==> src/rtl/famicom_pkg.sv <==
// famicom_pkg: shared constants for the Famicom controller port model.
// Latency: n/a (constants only).
// Backpressure: n/a.
package famicom_pkg;

  // Button bit positions within BTN (1 = pressed).
  localparam int BTN_A      = 0;
  localparam int BTN_B      = 1;
  localparam int BTN_SELECT = 2;
  localparam int BTN_START  = 3;
  localparam int BTN_UP     = 4;
  localparam int BTN_DOWN   = 5;
  localparam int BTN_LEFT   = 6;
  localparam int BTN_RIGHT  = 7;

  localparam int PAD_BITS    = 8;
  // Wide enough to hold the saturated count of PAD_BITS.
  localparam int SHIFT_CNT_W = 4;

endpackage

==> src/rtl/famicom_pad_if.sv <==
// famicom_pad_if: CPU-side strobe/read signals, button inputs and pad-side serial output.
// Latency: n/a (wires only).
// Backpressure: none; master = CPU/bench side, slave = pad model.
interface famicom_pad_if;
  import famicom_pkg::*;

  logic                   OUT_0;      // CPU strobe/latch, async to CLK
  logic                   P4016_CUP;  // CPU read pulse, active-low, async to CLK
  logic [PAD_BITS-1:0]    BTN;        // 1 = pressed
  logic [1:0]             TURBO_EN;   // [0] turbo on A, [1] turbo on B
  logic                   P4016_D0;   // pad-side serial data, 0 = pressed
  logic [SHIFT_CNT_W-1:0] SHIFT_CNT;  // shifts since last load, saturating

  modport master (
    output OUT_0, P4016_CUP, BTN, TURBO_EN,
    input  P4016_D0, SHIFT_CNT
  );

  modport slave (
    input  OUT_0, P4016_CUP, BTN, TURBO_EN,
    output P4016_D0, SHIFT_CNT
  );

endinterface

==> src/rtl/famicom_sync_edge.sv <==
// famicom_sync_edge: STAGES-deep synchronizer with reset value and rise/fall detect.
// Latency: dout follows din after STAGES clk edges; rise/fall valid in the cycle dout changes.
// Backpressure: none. Ports: clk, rst (sync, active-high), din, dout, rise, fall.
module famicom_sync_edge #(
  parameter int   STAGES  = 2,
  parameter logic RST_VAL = 1'b0
) (
  input  logic clk,
  input  logic rst,
  input  logic din,
  output logic dout,
  output logic rise,
  output logic fall
);

  logic [STAGES-1:0] chain;
  logic              prev;   // dout delayed one cycle, for edge detect

  always_ff @(posedge clk) begin
    if (rst) begin
      chain <= {STAGES{RST_VAL}};
      prev  <= RST_VAL;
    end else begin
      chain <= {chain[STAGES-2:0], din};
      prev  <= chain[STAGES-1];
    end
  end

  assign dout = chain[STAGES-1];
  assign rise = dout & ~prev;
  assign fall = ~dout & prev;

endmodule

==> src/rtl/famicom_pad_port.sv <==
// famicom_pad_port: CD4021-style 8-bit PISO pad register with optional turbo on A/B.
// Latency: SYNC_STAGES+1 CLK cycles from an OUT_0 / P4016_CUP edge to P4016_D0.
// Backpressure: none; shifts on the end (rising edge) of each read pulse.
// Ports: CLK, RST (sync, active-high), bus (slave: OUT_0, P4016_CUP, BTN, TURBO_EN in;
//        P4016_D0, SHIFT_CNT out).
module famicom_pad_port
  import famicom_pkg::*;
#(
  parameter int          SYNC_STAGES = 2,
  parameter logic [15:0] TURBO_DIV   = 16'd3000,
  parameter logic        FILL_LEVEL  = 1'b0
) (
  input  logic         CLK,
  input  logic         RST,
  famicom_pad_if.slave bus
);

  logic stb;
  logic cup;
  logic cup_rise;
  logic unused_stb_rise;
  logic unused_stb_fall;
  logic unused_cup_fall;

  famicom_sync_edge #(.STAGES(SYNC_STAGES), .RST_VAL(1'b0)) u_stb_sync (
    .clk  (CLK),
    .rst  (RST),
    .din  (bus.OUT_0),
    .dout (stb),
    .rise (unused_stb_rise),
    .fall (unused_stb_fall)
  );

  // Read line idles high, so its chain resets to 1 to avoid a false rise.
  famicom_sync_edge #(.STAGES(SYNC_STAGES), .RST_VAL(1'b1)) u_cup_sync (
    .clk  (CLK),
    .rst  (RST),
    .din  (bus.P4016_CUP),
    .dout (cup),
    .rise (cup_rise),
    .fall (unused_cup_fall)
  );

  // Free-running turbo modulator: tphase flips every TURBO_DIV cycles.
  logic [15:0] tcnt;
  logic        tphase;

  always_ff @(posedge CLK) begin
    if (RST) begin
      tcnt   <= 16'd0;
      tphase <= 1'b0;
    end else if (tcnt == TURBO_DIV - 16'd1) begin
      tcnt   <= 16'd0;
      tphase <= ~tphase;
    end else begin
      tcnt <= tcnt + 16'd1;
    end
  end

  // Turbo masks the press during the high phase; pad side is active-low.
  logic [PAD_BITS-1:0] btn_eff;
  logic [PAD_BITS-1:0] pad;

  always_comb begin
    btn_eff        = bus.BTN;
    btn_eff[BTN_A] = bus.BTN[BTN_A] & ~(bus.TURBO_EN[0] & tphase);
    btn_eff[BTN_B] = bus.BTN[BTN_B] & ~(bus.TURBO_EN[1] & tphase);
    pad            = ~btn_eff;
  end

  logic [PAD_BITS-1:0]    sr;
  logic [SHIFT_CNT_W-1:0] shift_cnt;

  // Strobe wins over a coincident read edge, like the 4021's parallel mode.
  always_ff @(posedge CLK) begin
    if (RST) begin
      sr        <= '1;
      shift_cnt <= '0;
    end else if (stb) begin
      sr        <= pad;
      shift_cnt <= '0;
    end else if (cup_rise) begin
      sr <= {FILL_LEVEL, sr[PAD_BITS-1:1]};
      if (shift_cnt != SHIFT_CNT_W'(PAD_BITS)) begin
        shift_cnt <= shift_cnt + 1'b1;
      end
    end
  end

  assign bus.P4016_D0  = sr[0];
  assign bus.SHIFT_CNT = shift_cnt;

endmodule
==> src/flat_wrapper.sv <==
// flat-port wrapper written by rule: the top's interface ports become plain ports
module famicom_pad_port_flat import famicom_pkg::*;
#(
  parameter int          SYNC_STAGES = 2,
  parameter logic [15:0] TURBO_DIV   = 16'd3000,
  parameter logic        FILL_LEVEL  = 1'b0
)
  (CLK, RST, bus_OUT_0, bus_P4016_CUP, bus_BTN, bus_TURBO_EN, bus_P4016_D0, bus_SHIFT_CNT);
  famicom_pad_if bus_i ();
  input  logic CLK;
  input  logic RST;
  input wire logic [$bits(bus_i.OUT_0)-1:0] bus_OUT_0;
  input wire logic [$bits(bus_i.P4016_CUP)-1:0] bus_P4016_CUP;
  input wire logic [$bits(bus_i.BTN)-1:0] bus_BTN;
  input wire logic [$bits(bus_i.TURBO_EN)-1:0] bus_TURBO_EN;
  output wire logic [$bits(bus_i.P4016_D0)-1:0] bus_P4016_D0;
  output wire logic [$bits(bus_i.SHIFT_CNT)-1:0] bus_SHIFT_CNT;
  assign bus_i.OUT_0 = bus_OUT_0;
  assign bus_i.P4016_CUP = bus_P4016_CUP;
  assign bus_i.BTN = bus_BTN;
  assign bus_i.TURBO_EN = bus_TURBO_EN;
  assign bus_P4016_D0 = bus_i.P4016_D0;
  assign bus_SHIFT_CNT = bus_i.SHIFT_CNT;
  famicom_pad_port #(.SYNC_STAGES(SYNC_STAGES), .TURBO_DIV(TURBO_DIV), .FILL_LEVEL(FILL_LEVEL)) u_core (.CLK(CLK), .RST(RST), .bus(bus_i));
endmodule
==> config.mk <==
export PLATFORM = sky130hd
export DESIGN_NAME = famicom_pad_port_flat
export DESIGN_NICKNAME = d
export VERILOG_FILES = /design/src/rtl/famicom_pkg.sv /design/src/rtl/famicom_pad_if.sv /design/src/rtl/famicom_sync_edge.sv /design/src/rtl/famicom_pad_port.sv /design/src/flat_wrapper.sv
export SDC_FILE = /design/constraint.sdc
export NUM_CORES = 1
export LEC_CHECK = 0
export ABC_AREA = 1
export CORE_MARGIN = 5
export CORE_UTILIZATION = 35
export CTS_BUF_LIST = sky130_fd_sc_hd__clkbuf_4
export DETAILED_ROUTE_END_ITERATION = 10
export PLACE_DENSITY_LB_ADDON = 0.1
export SYNTH_ARGS = -nofsm -noshare
export SYNTH_HDL_FRONTEND = slang
export SYNTH_HIERARCHICAL = 1
export SYNTH_SLANG_ARGS = --single-unit
==> constraint.sdc <==
create_clock -name CLK -period 1.8 [get_ports CLK]
set_input_delay 0.54 -clock CLK [delete_from_list [all_inputs] [get_ports CLK]]
set_output_delay 0.54 -clock CLK [all_outputs]
set_load 0.05 [all_outputs]
==> results.sh, run 1 <==
export IMPL_placed_area_um2=1872
export IMPL_multi_input_area_um2=774.5
export IMPL_first_pass_iters=4
export IMPL_gp_congestion=0.8360
export IMPL_fp_dieH_um=77.67
export IMPL_hold_path_class="reg2reg"
export IMPL_tightest_slew_ns=0.2976
export IMPL_die_w_um=77.67
export IMPL_wl_per_cell_um=10.21
export IMPL_drv_slew=0
export IMPL_cp_end_kind="output port"
export IMPL_io_buffers=18
export IMPL_root_buffer="clkbuf_4"
export IMPL_numClockSinks=34
export IMPL_power_mw=1.274
export IMPL_ctsHtreeMaxLevel=2
export IMPL_num_vias=1344
export IMPL_cts_tree="done"
export IMPL_critPathBufInv=1
export IMPL_antenna_found_initial=0
export IMPL_clk_latency_ns=0.32
export IMPL_drive_gt1_share_pct=15.29
export IMPL_sequentialPowerShare_pct=62.1
export IMPL_ctsResizeCount=0
export IMPL_rows=24
export IMPL_final_nets=260
export IMPL_final_hold_violation_count=0
export IMPL_p_int_uw=966.9
export IMPL_switching_power_uw=307.4
export IMPL_synthesis_nets=234
export IMPL_rsz0062_at_grt="false"
export IMPL_wl_um=3001
export IMPL_finalSetupViolations=0
export IMPL_syn_avg_cell_area_um2=7.386
export IMPL_pwr_density_cell_nw_per_um2=666.1
export IMPL_fin_worst_skew_ns=0.01011
export IMPL_post_cts_buffers=0
export IMPL_initial_core_util_pct=36.56
export IMPL_fill_cells=472
export IMPL_worst_hold_slack_ns=0.4057
export IMPL_cts_hold_buffers=0
export IMPL_crit_chain="buf_12"
export IMPL_fin_crit_ns=1.463
export IMPL_dieArea_um2=6033
export IMPL_overflow=0
export IMPL_cp_start_kind="flop"
export IMPL_max_freq_ghz=0.6837
export IMPL_fin_setup_tns_ns=0
export IMPL_final_core_util_pct=43.64
export IMPL_cts_max_path_buffers=2
export IMPL_slowest_delay_ns=0.44
export IMPL_syn_to_final_growth_pct=19.36
export IMPL_grt_pass1_vias=1262
export IMPL_post_place_ws_ns=0.1318
export IMPL_fin_cells=294
export IMPL_viasPerCell=4.571
export IMPL_required_ns=1.26
export IMPL_fin_ws_ns=0.3373
export IMPL_drt_iter0_markers=73
export IMPL_max_slew_margin_pct=80.14
export IMPL_dp_cells=288
export IMPL_syn_inst=217
export IMPL_final_area_um2=1913
export IMPL_crit_fanout=4
export IMPL_maxCapViolCount=0
export IMPL_remaining_drc_errors=0
export IMPL_cp_top_family="flip-flops"
export IMPL_p_leak_nw=0.7639
export IMPL_period_share_pct=81.26
export IMPL_cp_slowest_cell="dfxtp_1"
export IMPL_netlist_area_um2=1603
export IMPL_p_sw_share_pct=24.12
export IMPL_cts_made_buffers=5
export IMPL_register_area_um2=680.7
export IMPL_yosysWarnings=6
export IMPL_coreArea_um2=4384
export IMPL_io_pins=19
export IMPL_grt_total_usage_pct=11.02
export IMPL_pwr_share_clk_pct=28.8
export IMPL_arrival_ns=0.92
export IMPL_max_vdd_ir_drop_v=0.0003486
export IMPL_grt_first_pass_wirelength_um=5437
export IMPL_status="finished, final reports clean"
export IMPL_antenna_left=0
export IMPL_path_class="reg2out"
export IMPL_hpwlAfterDp_um=2288
export IMPL_n_antenna_cell=0
export IMPL_p_comb_share_pct=9.1
export IMPL_cts_clk_slew_worst_paths_ns=0.09
export IMPL_grt_max_degree=17
-- registers in the layout (all words and copies together), names as in the netlist --
signal and flops:
u_core/u_stb_sync/chain 2, u_core/u_cup_sync/prev 1, u_core/tphase 1, u_core/bus.SHIFT_CNT 4, u_core/tcnt 16, u_core/u_cup_sync/chain 2, u_core/sr 8
-- cell type report --
class	instances	area share, %
Multi-Input combinational cell	148	40.48
Sequential cell	34	35.58
Timing Repair Buffer	21	11.90
Inverter	33	6.475
Tap cell	52	3.401
Clock buffer	5	1.962
Clock inverter	1	0.1962
-- power groups by stage --
| stage | clock network [mW] | registers [mW] | logic, mW |
|---|---|---|---|
| 6_report | 0.367 | 0.791 | 0.116 |
| 5_1_grt | 0.422 | 0.795 | 0.132 |
| 4_1_cts | 0.395 | 0.791 | 0.118 |
| 3_5_place_dp | 0 | 0.809 | 0.117 |
| 3_3_place_gp | 0 | 0.809 | 0.118 |
| 2_1_floorplan | 0 | 0.815 | 0.0604 |
-- metal layers --
layer	wire length [µm]	vias to the layer above	part of all wire [%]	global-route usage [%]
li1	-	742	-	-
met1	1485	583	49	13.75
met2	1365	14	45	17.03
met3	108	5	3.6	3.704
met4	42	0	1.4	5.155
met5	0	-	0	0
-- path summary, 6_finish.rpt --
| kind | from | end | slack [ns] | cells past startpoint |
|---|---|---|---|---|
| max | u_core/bus.SHIFT_CNT[3] | bus_SHIFT_CNT[3] | 0.34 | 1 |
| min | u_core/u_stb_sync/chain[0] | u_core/u_stb_sync/chain[1] | 0.41 | 2 |
| max reg2reg | u_core/tcnt[0] | u_core/tcnt[2] | 0.39 | 8 |
| min reg2reg | u_core/u_stb_sync/chain[0] | u_core/u_stb_sync/chain[1] | 0.41 | 2 |
-- layout by cell type (no fill, tap or decap) --
cell type         n
clkdlybuf4s50_1  13
nand2_4           1
nand3_2           1
or2_2             2
dfxtp_1          34
clkbuf_4          5
ha_1              3
xor2_1            2
nor3_1            4
nor2_4            2
nor2_2            7
buf_4             5
a21oi_1           8
o2111ai_1         5
or2_0             1
o211ai_1          3
xnor2_1           1
buf_12            3
a21oi_2           4
nor2_1           25
inv_2             2
inv_1            30
o21ai_0           4
nand2_2           5
nand3_1          20
nand2_1          46
nand4_1           4
clkinv_1          2
Note: power is estimated with default switching activity, not from simulation.
==> run 2, diff against run 1 <==
clock period = 1.5 ns   (was 1.8 ns; I/O delays follow)
==> results.sh, run 2 (synthesis results as in run 1) <==
export IMPL_status="finished, final reports clean"
export IMPL_final_core_util_pct=44.92
export IMPL_antenna_left=0
export IMPL_numClockSinks=34
export IMPL_worst_hold_slack_ns=0.4144
export IMPL_fin_setup_tns_ns=0
export IMPL_tightest_slew_ns=0.2937
export IMPL_multi_input_area_um2=783.3
export IMPL_path_class="reg2out"
export IMPL_cts_max_path_buffers=2
export IMPL_dieArea_um2=6033
export IMPL_cts_made_buffers=5
export IMPL_die_w_um=77.67
export IMPL_coreArea_um2=4384
export IMPL_wl_per_cell_um=10.27
export IMPL_viasPerCell=4.566
export IMPL_cts_clk_slew_worst_paths_ns=0.11
export IMPL_final_cell_mix="nand2_1, dfxtp_1, inv_1"
export IMPL_pwr_density_cell_nw_per_um2=810.9
export IMPL_fill_cells=457
export IMPL_io_buffers=18
export IMPL_crit_chain="buf_12"
export IMPL_overflow=0
export IMPL_cp_num_cells=1
export IMPL_grt_util_met2_pct=17.03
export IMPL_grt_first_pass_wirelength_um=5319
export IMPL_drt_iter0_markers=47
export IMPL_worstRegToRegCells=6
export IMPL_top_register="u_core/tcnt"
export IMPL_antenna_found_initial=0
export IMPL_hold_path_class="reg2reg"
export IMPL_grt_pass1_vias=1200
export IMPL_gp_congestion=0.8053
export IMPL_cp_end_kind="output port"
export IMPL_largest_reg_flops=16
export IMPL_ctsResizeCount=0
export IMPL_dp_cells=289
export IMPL_crit_fanout=4
export IMPL_drive_gt1_share_pct=17.14
export IMPL_hp_start="u_core/u_stb_sync/chain[0]"
export IMPL_gr_usage_met3_pct=3.588
export IMPL_initial_core_util_pct=36.56
export IMPL_final_common_cell="nand2_1"
export IMPL_arrival_ns=0.94
export IMPL_cts_hold_buffers=0
export IMPL_r2r_start="u_core/tcnt[1]"
export IMPL_remaining_drc_errors=0
export IMPL_first_pass_iters=4
export IMPL_p_leak_nw=0.7844
export IMPL_power_mw=1.597
export IMPL_placed_area_um2=1907
export IMPL_io_pins=19
export IMPL_ctsHtreeMaxLevel=2
export IMPL_final_area_um2=1969
export IMPL_cp_slowest_cell="dfxtp_1"
export IMPL_cp_start_kind="flop"
export IMPL_max_freq_ghz=0.7219
export IMPL_grt_max_degree=17
export IMPL_drv_slew=0
export IMPL_fin_worst_skew_ns=0.008466
export IMPL_post_place_ws_ns=-0.09922
export IMPL_wl_um=3051
export IMPL_final_hold_violation_count=0
export IMPL_register_area_um2=683.2
export IMPL_num_vias=1356
export IMPL_max_vdd_ir_drop_v=0.0004105
export IMPL_syn_to_final_growth_pct=22.87
export IMPL_required_ns=1.05
export IMPL_grt_busiest_layer="met2"
export IMPL_slowest_delay_ns=0.44
export IMPL_clk_latency_ns=0.34
export IMPL_met1_usage_pct=13.20
export IMPL_rows=24
export IMPL_cp_top_family="flip-flops"
export IMPL_hpwlAfterDp_um=2281
export IMPL_fin_cells=297
export IMPL_fin_ws_ns=0.1147
export IMPL_whs_path_depth=2
export IMPL_final_nets=261
export IMPL_post_cts_buffers=0
export IMPL_startpoint="u_core/bus.SHIFT_CNT[3]"
export IMPL_maxCapViolCount=0
export IMPL_root_buffer="clkbuf_4"
export IMPL_n_antenna_cell=0
export IMPL_cts_tree="done"
export IMPL_finalSetupViolations=0
export IMPL_rsz0062_at_grt="false"
export IMPL_grt_total_usage_pct=10.81
export IMPL_period_share_pct=92.35
export IMPL_critPathBufInv=1
export IMPL_fin_crit_ns=1.385
export IMPL_max_slew_margin_pct=80.40
export IMPL_fp_dieH_um=77.67
## run 2: changes by cell type in the layout (fill, tap and decap cells not counted)
| cell | delta |
|---|---|
| buf_12 | +2 |
| buf_4 | -1 |
| clkinv_2 | +1 |
| clkinvlp_4 | +1 |
| dfxtp_1 | -2 |
| dfxtp_2 | +2 |
| nand2_4 | -1 |
| nand2_8 | +1 |
## run 2: area by class of cell
| cell class | instances | share of cell area, % |
|---|---|---|
| multi-input combinational | 148 | 39.77 |
| clock buffer | 5 | 1.906 |
| tap | 52 | 3.304 |
| sequential | 34 | 34.69 |
| inverter | 33 | 6.290 |
| timing repair buffer | 22 | 13.21 |
| clock inverter | 3 | 0.8259 |
## run 2: path summary, 6_finish.rpt
| path | endpoint | slack, ns |
|---|---|---|
| hold / removal | u_core/u_stb_sync/chain[1] | 0.41 |
| hold reg to reg | u_core/u_stb_sync/chain[1] | 0.41 |
| setup / recovery | bus_SHIFT_CNT[3] | 0.11 |
| setup reg to reg | u_core/tcnt[10] | 0.15 |
## run 2: worst min-delay path, cell delays in order (launching register included)
cell and delay (ns):
dfxtp_1 0.32, inv_1 0.04, nor2_1 0.03
## run 2: power by group
group / internal (mW) / total, mW / switching (mW)
logic: 0.0767 / 0.149 / 0.0723
registers: 0.932 / 0.950 / 0.0183
clock network: 0.174 / 0.498 / 0.324
## run 2: layer usage
| layer | share of wire (%) | vias to the layer above |
|---|---|---|
| li1 | - | 751 |
| met2 | 46 | 16 |
| met4 | 1.7 | 0 |
| met5 | 0 | - |
| met1 | 49 | 584 |
| met3 | 3.7 | 5 |
==> run 3, diff against run 2 <==
CELL_PAD_IN_SITES_DETAIL_PLACEMENT = 0   (was default)
CELL_PAD_IN_SITES_GLOBAL_PLACEMENT = 2   (was default)
CORE_UTILIZATION = 33   (was 35)
==> results.sh, run 3 (synthesis results as in run 1) <==
export IMPL_status="finished, final reports clean"
export IMPL_pwr_share_clk_pct=30.1
export IMPL_cts_made_buffers=5
export IMPL_pwr_density_cell_nw_per_um2=795.2
export IMPL_cp_top_family="flip-flops"
export IMPL_max_freq_ghz=0.7258
export IMPL_antenna_left=0
export IMPL_cp_start_kind="flop"
export IMPL_grt_total_usage_pct=12.17
export IMPL_syn_to_final_growth_pct=23.73
export IMPL_cts_max_path_buffers=2
export IMPL_fin_crit_ns=1.378
export IMPL_fin_worst_skew_ns=0.003480
export IMPL_hpwlAfterDp_um=2705
export IMPL_required_ns=1.05
export IMPL_crit_fanout=4
export IMPL_crit_chain="buf_12"
export IMPL_p_leak_nw=0.7835
export IMPL_final_nets=261
export IMPL_post_cts_buffers=0
export IMPL_ctsHtreeMaxLevel=2
export IMPL_period_share_pct=91.86
export IMPL_viasPerCell=4.651
export IMPL_rows=25
export IMPL_drt_iter0_markers=95
export IMPL_initial_core_util_pct=33.93
export IMPL_critPathBufInv=1
export IMPL_grt_busiest_layer="met2"
export IMPL_grt_first_pass_wirelength_um=6009
export IMPL_largest_reg_flops=16
export IMPL_gr_usage_met3_pct=2.709
export IMPL_num_vias=1451
export IMPL_remaining_drc_errors=0
export IMPL_worst_hold_slack_ns=0.4142
export IMPL_p_comb_share_pct=9.6
export IMPL_switching_power_uw=401.6
export IMPL_max_vdd_ir_drop_v=0.0005610
export IMPL_path_class="reg2out"
export IMPL_sequentialPowerShare_pct=60.3
export IMPL_slowest_delay_ns=0.43
export IMPL_maxCapViolCount=0
export IMPL_drv_slew=0
export IMPL_dieArea_um2=6351
export IMPL_cts_clk_slew_worst_paths_ns=0.10
export IMPL_grt_util_met2_pct=21.12
export IMPL_grt_pass1_vias=1384
export IMPL_top_register="u_core/tcnt"
export IMPL_cp_end_kind="output port"
export IMPL_gp_congestion=0.8281
export IMPL_cts_hold_buffers=0
export IMPL_cts_tree="done"
export IMPL_io_buffers=18
export IMPL_numClockSinks=34
export IMPL_fp_dieH_um=79.69
export IMPL_met1_usage_pct=14.08
export IMPL_p_int_mw=1.175
export IMPL_arrival_ns=0.93
export IMPL_overflow=0
export IMPL_hold_path_class="reg2reg"
export IMPL_wl_per_cell_um=11.09
export IMPL_wl_um=3461
export IMPL_final_hold_violation_count=0
export IMPL_die_w_um=79.69
export IMPL_final_common_cell="nand2_1"
export IMPL_antenna_found_initial=0
export IMPL_cp_slowest_cell="dfxtp_1"
export IMPL_rsz0062_at_grt="false"
export IMPL_coreArea_um2=4723
export IMPL_max_slew_margin_pct=78.31
export IMPL_first_pass_iters=4
export IMPL_finalSetupViolations=0
export IMPL_drive_gt1_share_pct=16.33
export IMPL_clk_latency_ns=0.33
export IMPL_final_cell_mix="nand2_1, dfxtp_1, inv_1"
export IMPL_final_core_util_pct=41.99
export IMPL_n_antenna_cell=0
export IMPL_grt_max_degree=17
export IMPL_root_buffer="clkbuf_4"
export IMPL_io_pins=19
export IMPL_p_sw_share_pct=25.46
export IMPL_tightest_slew_ns=0.3251
-- run 3: power by group through the flow --
stage          sequential (mW)  combinational, mW  clock (mW)
6_report                 0.951              0.152       0.474
5_1_grt                  0.955              0.168       0.545
4_1_cts                  0.951              0.151       0.513
3_5_place_dp             0.972              0.151           0
3_3_place_gp             0.970              0.147           0
2_1_floorplan            0.978             0.0725           0
-- run 3: area by class of cell --
| type | instances | area [µm²] |
|---|---|---|
| multi-input combinational | 148 | 783.3 |
| inverter | 33 | 123.9 |
| timing repair buffer | 22 | 260.3 |
| fill | 496 | 2740 |
| clock inverter | 3 | 11.26 |
| tap | 67 | 83.83 |
| clock buffer | 5 | 37.54 |
| sequential | 34 | 683.2 |
-- run 3: final timing paths --
kind / from / depth (start not counted) / to / slack, ns
max: u_core/bus.SHIFT_CNT[3] / 1 / bus_SHIFT_CNT[3] / 0.12
min: u_core/u_stb_sync/chain[0] / 2 / u_core/u_stb_sync/chain[1] / 0.41
max reg2reg: u_core/tcnt[1] / 8 / u_core/tcnt[13] / 0.16
min reg2reg: u_core/u_stb_sync/chain[0] / 2 / u_core/u_stb_sync/chain[1] / 0.41
-- run 3: per-stage QoR --
step | instance area (µm²) | TNS, ns | instances | setup WS, ns | power, mW
detailed placement | 1926 | -0.3434 | 304 | -0.09267 | 1.122
finish | 1983 | 0 | 312 | 0.1221 | 1.577
floorplan | 1605 | 0 | 217 | 0.1366 | 1.051
CTS | 1974 | 0 | 312 | 0.07881 | 1.615
global route | 1983 | 0 | 312 | 0.009076 | 1.669
global placement | 1926 | -0.02239 | 304 | -0.004564 | 1.116
-- run 3: what timing repair did --
item,CTS,global route
endpoints found under the setup margin,0,15
hold endpoints to repair,0,0
gates resized for setup,0,1
-- run 3: per-layer routing --
metal / part of all wire [%] / wire, µm / vias up
met5: 0 / 0 / -
met4: 2.0 / 68 / 0
met3: 3.6 / 124 / 7
met2: 51 / 1774 / 27
met1: 43 / 1494 / 666
li1: - / - / 751
